==> config.mk <==
export PLATFORM = sky130hd
export DESIGN_NAME = player_bullet
export DESIGN_NICKNAME = d
export VERILOG_FILES = /design/src/rtl/player_bullet.sv
export SDC_FILE = /design/constraint.sdc
export NUM_CORES = 1
export LEC_CHECK = 0
export BUFFER_PORTS_ARGS = -buffer_cell sky130_fd_sc_hd__clkbuf_2
export CAP_MARGIN = 15
export CORE_MARGIN = 2
export CORE_UTILIZATION = 50
export DETAILED_ROUTE_END_ITERATION = 8
export PLACE_DENSITY = 0.86
export SLEW_MARGIN = 30
export SYNTH_ARGS = -nofsm -noshare
export SYNTH_HDL_FRONTEND = slang
export SYNTH_SLANG_ARGS = --single-unit
export TNS_END_PERCENT = 100
==> constraint.sdc <==
create_clock -name clk -period 3.5 [get_ports clk]
set_clock_uncertainty 0.2 [all_clocks]
set_input_delay 0.35 -clock clk [delete_from_list [all_inputs] [get_ports clk]]
set_output_delay 0.35 -clock clk [all_outputs]
set_load 0.1 [all_outputs]
==> src/rtl/player_bullet.sv <==
// player_bullet: player-shot controller driving the bullet position bus and its draw signal
// Ports:
//   clk, reset        system clock, synchronous active-high reset
//   vga_x, vga_y      current draw column/row
//   px                player cannon left x
//   fire              fire request (level or pulse)
//   hit               OR of all enemy b_hit outputs
//   bx, by            bullet x / top y, parked at all-ones when not flying
//   active            high while the bullet is flying
//   pixel             bullet covers (vga_x, vga_y)
//   score_inc         one-cycle pulse per confirmed hit
module player_bullet #(
    parameter int START_Y        = 170,
    parameter int SPEED          = 4,
    parameter int LEN            = 4,
    parameter int PLAYER_W       = 11,
    parameter int EXPLODE_FRAMES = 8
) (
    input  logic       clk,
    input  logic       reset,
    input  logic [9:0] vga_x,
    input  logic [8:0] vga_y,
    input  logic [9:0] px,
    input  logic       fire,
    input  logic       hit,
    output logic [9:0] bx,
    output logic [8:0] by,
    output logic       active,
    output logic       pixel,
    output logic       score_inc
);
    typedef enum logic [1:0] {IDLE, FLYING, EXPLODE} state_t;
    localparam int CW = $clog2(EXPLODE_FRAMES + 1);
    localparam logic [9:0] PARK_X = 10'h3FF;
    localparam logic [8:0] PARK_Y = 9'h1FF;
    state_t        state_q, state_d;
    logic          fire_pending_q, fire_pending_d;
    logic [9:0]    bx_q, bx_d;
    logic [8:0]    by_q, by_d;
    logic          active_q, active_d;
    logic          score_inc_q, score_inc_d;
    logic [CW-1:0] cnt_q, cnt_d;
    logic          upd;
    logic [9:0]    y_end;
    // One row after the enemy update, so the enemies' b_hit is already registered.
    assign upd = (vga_x == 10'd240) && (vga_y == 9'd181);
    always_comb begin
        state_d        = state_q;
        bx_d           = bx_q;
        by_d           = by_q;
        cnt_d          = cnt_q;
        score_inc_d    = 1'b0;
        fire_pending_d = fire_pending_q | ((state_q == IDLE) & fire);
        if (upd) begin
            case (state_q)
                IDLE: if (fire_pending_q) begin
                    bx_d           = px + 10'(PLAYER_W / 2);
                    by_d           = 9'(START_Y);
                    fire_pending_d = 1'b0;
                    state_d        = FLYING;
                end
                FLYING: if (hit) begin
                    bx_d        = PARK_X;
                    by_d        = PARK_Y;
                    score_inc_d = 1'b1;
                    cnt_d       = CW'(EXPLODE_FRAMES - 1);
                    state_d     = EXPLODE;
                end else if (by_q < 9'(SPEED)) begin
                    // Leaving the top: park instead of underflowing.
                    bx_d    = PARK_X;
                    by_d    = PARK_Y;
                    state_d = IDLE;
                end else begin
                    by_d = by_q - 9'(SPEED);
                end
                EXPLODE: begin
                    // hit is ignored here: enemy b_hit persists until the next enemy update.
                    cnt_d   = (cnt_q == '0) ? cnt_q : cnt_q - CW'(1);
                    state_d = (cnt_q == '0) ? IDLE : EXPLODE;
                end
                default: state_d = IDLE;
            endcase
        end
        active_d = (state_d == FLYING);
    end
    always_ff @(posedge clk) begin
        if (reset) begin
            state_q        <= IDLE;
            fire_pending_q <= 1'b0;
            bx_q           <= PARK_X;
            by_q           <= PARK_Y;
            active_q       <= 1'b0;
            score_inc_q    <= 1'b0;
            cnt_q          <= '0;
        end else begin
            state_q        <= state_d;
            fire_pending_q <= fire_pending_d;
            bx_q           <= bx_d;
            by_q           <= by_d;
            active_q       <= active_d;
            score_inc_q    <= score_inc_d;
            cnt_q          <= cnt_d;
        end
    end
    // Bottom row computed at 10 bits so it cannot wrap.
    assign y_end     = {1'b0, by_q} + 10'(LEN - 1);
    assign pixel     = active_q & (vga_x == bx_q) & (vga_y >= by_q) & ({1'b0, vga_y} <= y_end);
    assign bx        = bx_q;
    assign by        = by_q;
    assign active    = active_q;
    assign score_inc = score_inc_q;
endmodule

==> flow_metrics.tcl <==
set metrics [dict create \
    power.leakage_nw 1.103 \
    synth_area_per_cell_sq_um 8.950 \
    ir_drop_v 0.0001748 \
    ctsRootBufferMaster "clkbuf_8" \
    synth_top_area_share_pct 25.25 \
    core_area_sq_um 4324 \
    drv_slew 0 \
    placed_cell_area_sq_um 2554 \
    synth.most_common_cell "dfxtp_1" \
    num_vias 2062 \
    area_growth_pct 17.25 \
    clockBufferDepth 2 \
    period_share_pct 94.69 \
    power_density_nw_per_um2 224.4 \
    startpoint_type "register" \
    clock_latency_ps 280 \
    drtIter0Drc 97 \
    finalSetupViolCount 0 \
    die-area_sq_um 4988 \
    antenna_found_initial 0 \
    fp.dieW_um 70.63 \
    synthTopCellsByCount "dfxtp_1 (28), ha_1 (23), inv_1 (16), nand2_1 (16)" \
    seq_area_frac_synth_pct 25.25 \
    status "finished clean" \
    tightest_slew_ps 749.8 \
    initial_utilization_pct 51.33 \
    seq_power_share_pct 53.9 \
    pin_count 55 \
    die_y_um 70.63 \
    hpwlAfterDp_mm 4.566 \
    clk_pin_slew_worst_paths_ps 100 \
    dp_cells 347 \
    cts_made_buffers 3 \
    hold_path.class "in -> reg" \
    wirelength_mm 5.614 \
    ys_ff_latch 28 \
    rsz0062_at_grt "false" \
    synth_cell_types 56 \
    grt_max_degree 26 \
    grt_pass1_vias 2001 \
    p_comb_share_pct 15.3 \
    fmax_ghz 0.3017 \
    synthTopCellsByArea "dfxtp_1 (25%), ha_1 (13%), xnor2_1 (5.1%)" \
    grt_pass1_wl_mm 9.680 \
    synthesis.nets 304 \
    internal_power_w 0.0004339 \
    drt_pass1_iterations 4 \
    clkPwrFrac_pct 30.8 \
    yosysWarnings 0 \
    nets 356 \
    route.detailed.drc 0 \
    fin_cells 351 \
    critPathKind "reg -> out" \
    overflow 0 \
    finalInstanceArea_sq_um 2603 \
    tns_ps 0 \
    timing.final.crit_period_ps 3314 \
    grtUsageTotal_pct 23.64 \
    synth-main-ff-cell "dfxtp_1" \
    endpoint_kind "output port" \
    gp_congestion 0.9612 \
    final_hold_viol_count 0 \
    wl_per_cell_um 15.99 \
    maxCapViolCount 0 \
    syn_inst 248 \
    p_sw_share_pct 25.68 \
    cp_max_fo 5 \
    synth-edff-count 0 \
    slew_headroom_pct 49.91 \
    cts_tree "yes" \
    htreeDepth 1 \
    async_flop_share_pct 0 \
    cts_setup_buffers 0 \
    clock-sinks 28 \
    critPathRequiredTime_ps 2950 \
    routed_via_density 5.875 \
    syn_area_sq_um 2220 \
    worstPathArrival_ps 2760 \
    p_sw_w 0.0001500 \
    ant_nets 0 \
    synth_top_area_cell "dfxtp_1" \
    rows 24 \
    portBuffers 54 \
    diodes 0 \
    drive_gt1_share_pct 30.77 \
]
==> state kept, by name, indices dropped and copies added, names as in the netlist <==
| name | cells |
|---|---|
| by | 9 |
| cnt_q | 4 |
| score_inc | 1 |
| bx | 10 |
| state_q | 2 |
| active | 1 |
| fire_pending_q | 1 |
==> cell families after synthesis <==
group	Yosys count	synth area share, %
AO/OA/AOI/OAI	58	20.29
XOR/XNOR	26	10.26
adder cells (fa/ha/maj)	23	12.97
buffers and inverters	24	5.750
flip-flops	28	25.25
multiplexers	1	0.4510
AND/OR/NAND/NOR	88	25.03
==> metal layers <==
layer	vias up	wire length, um	track usage, %	part of all wire [%]
met4	0	76	6.918	1.4
met5	-	0	0	0
met1	971	2467	31.10	44
met2	60	2839	40.78	51
met3	8	230	2.991	4.1
li1	1023	-	-	-
==> layout make-up <==
class                      count  area, sq um
clock buffer                   4        45.04
multi-input combinational    196         1563
tap                           52        65.06
timing repair buffer          54        276.5
fill                         379         1722
sequential                    28        589.3
inverter                      17        63.81
==> repair_timing <==
| item | 4_1_cts | 5_1_grt |
|---|---|---|
| resized for setup | 0 | 1 |
| hold buffers | 0 | 0 |
| setup endpoints to repair | 0 | 1 |
==> worst max-delay path, cell delays in order (launching register included) <==
cell	delay (ps)
dfxtp_4	390
inv_1	70
ha_1	220
nor2b_1	250
nand3_1	130
xnor2_1	150
ha_1	290
nand3_1	100
o32a_1	330
a221oi_4	300
buf_6	260
==> power by group through the flow <==
stage                     sequential [W]  clock [W]  combinational, W
after floorplan                 0.000322          0         0.0000514
after global placement          0.000322          0         0.0000859
after detailed placement        0.000322          0         0.0000888
after CTS                       0.000315   0.000181         0.0000893
after global routing            0.000315   0.000195         0.0000997
final                           0.000315   0.000180         0.0000894
==> cells in the final DEF, fill, tap and decap left out, types with 3 or more instances in the layout <==
| cell | Yosys | layout |
|---|---|---|
| a2bb2oi_2 | 6 | 6 |
| a221o_1 | 3 | 3 |
| a21oi_1 | 14 | 14 |
| xor2_1 | 13 | 13 |
| nor3_1 | 13 | 12 |
| nand2b_1 | 3 | 3 |
| ha_1 | 23 | 23 |
| dfxtp_1 | 28 | 19 |
| clkbuf_2 | 0 | 53 |
| nand3_1 | 7 | 7 |
| clkbuf_8 | 0 | 3 |
| nand4_1 | 4 | 4 |
| nor4_4 | 3 | 3 |
| dfxtp_4 | 0 | 7 |
| o21ai_0 | 10 | 8 |
| nand2_1 | 16 | 16 |
| xnor2_1 | 13 | 13 |
| or2_1 | 3 | 3 |
| nor2_1 | 14 | 14 |
| inv_1 | 16 | 15 |
==> through the flow <==
step | worst slack [ps] | utilization (%) | power (W) | hold WS [ps]
2_1_floorplan | 25.63 | - | 0.0003734 | 252.6
3_3_place_gp | 561.1 | 59.06 | 0.0004080 | 270.5
3_5_place_dp | 448.2 | 59.06 | 0.0004109 | 285.0
4_1_cts | 130.1 | 60.10 | 0.0005847 | 131.0
5_1_grt | 10.80 | 60.19 | 0.0006094 | 159.7
6_report | 185.8 | 60.19 | 0.0005839 | 128.2
==> final timing paths <==
path                         startpoint                     to  slack [ps]  cells after the start
hold reg to reg   cnt_q[3]$_SDFFE_PP0P_  cnt_q[3]$_SDFFE_PP0P_         300                      2
setup reg to reg  state_q[0]$_SDFF_PP0_     bx[7]$_SDFFE_PP1P_        1110                      4
setup / recovery     by[0]$_SDFFE_PP1P_                  pixel         190                     10
hold / removal                    px[0]     bx[0]$_SDFFE_PP1P_         130                      2
(Power assumes the default switching activity.)
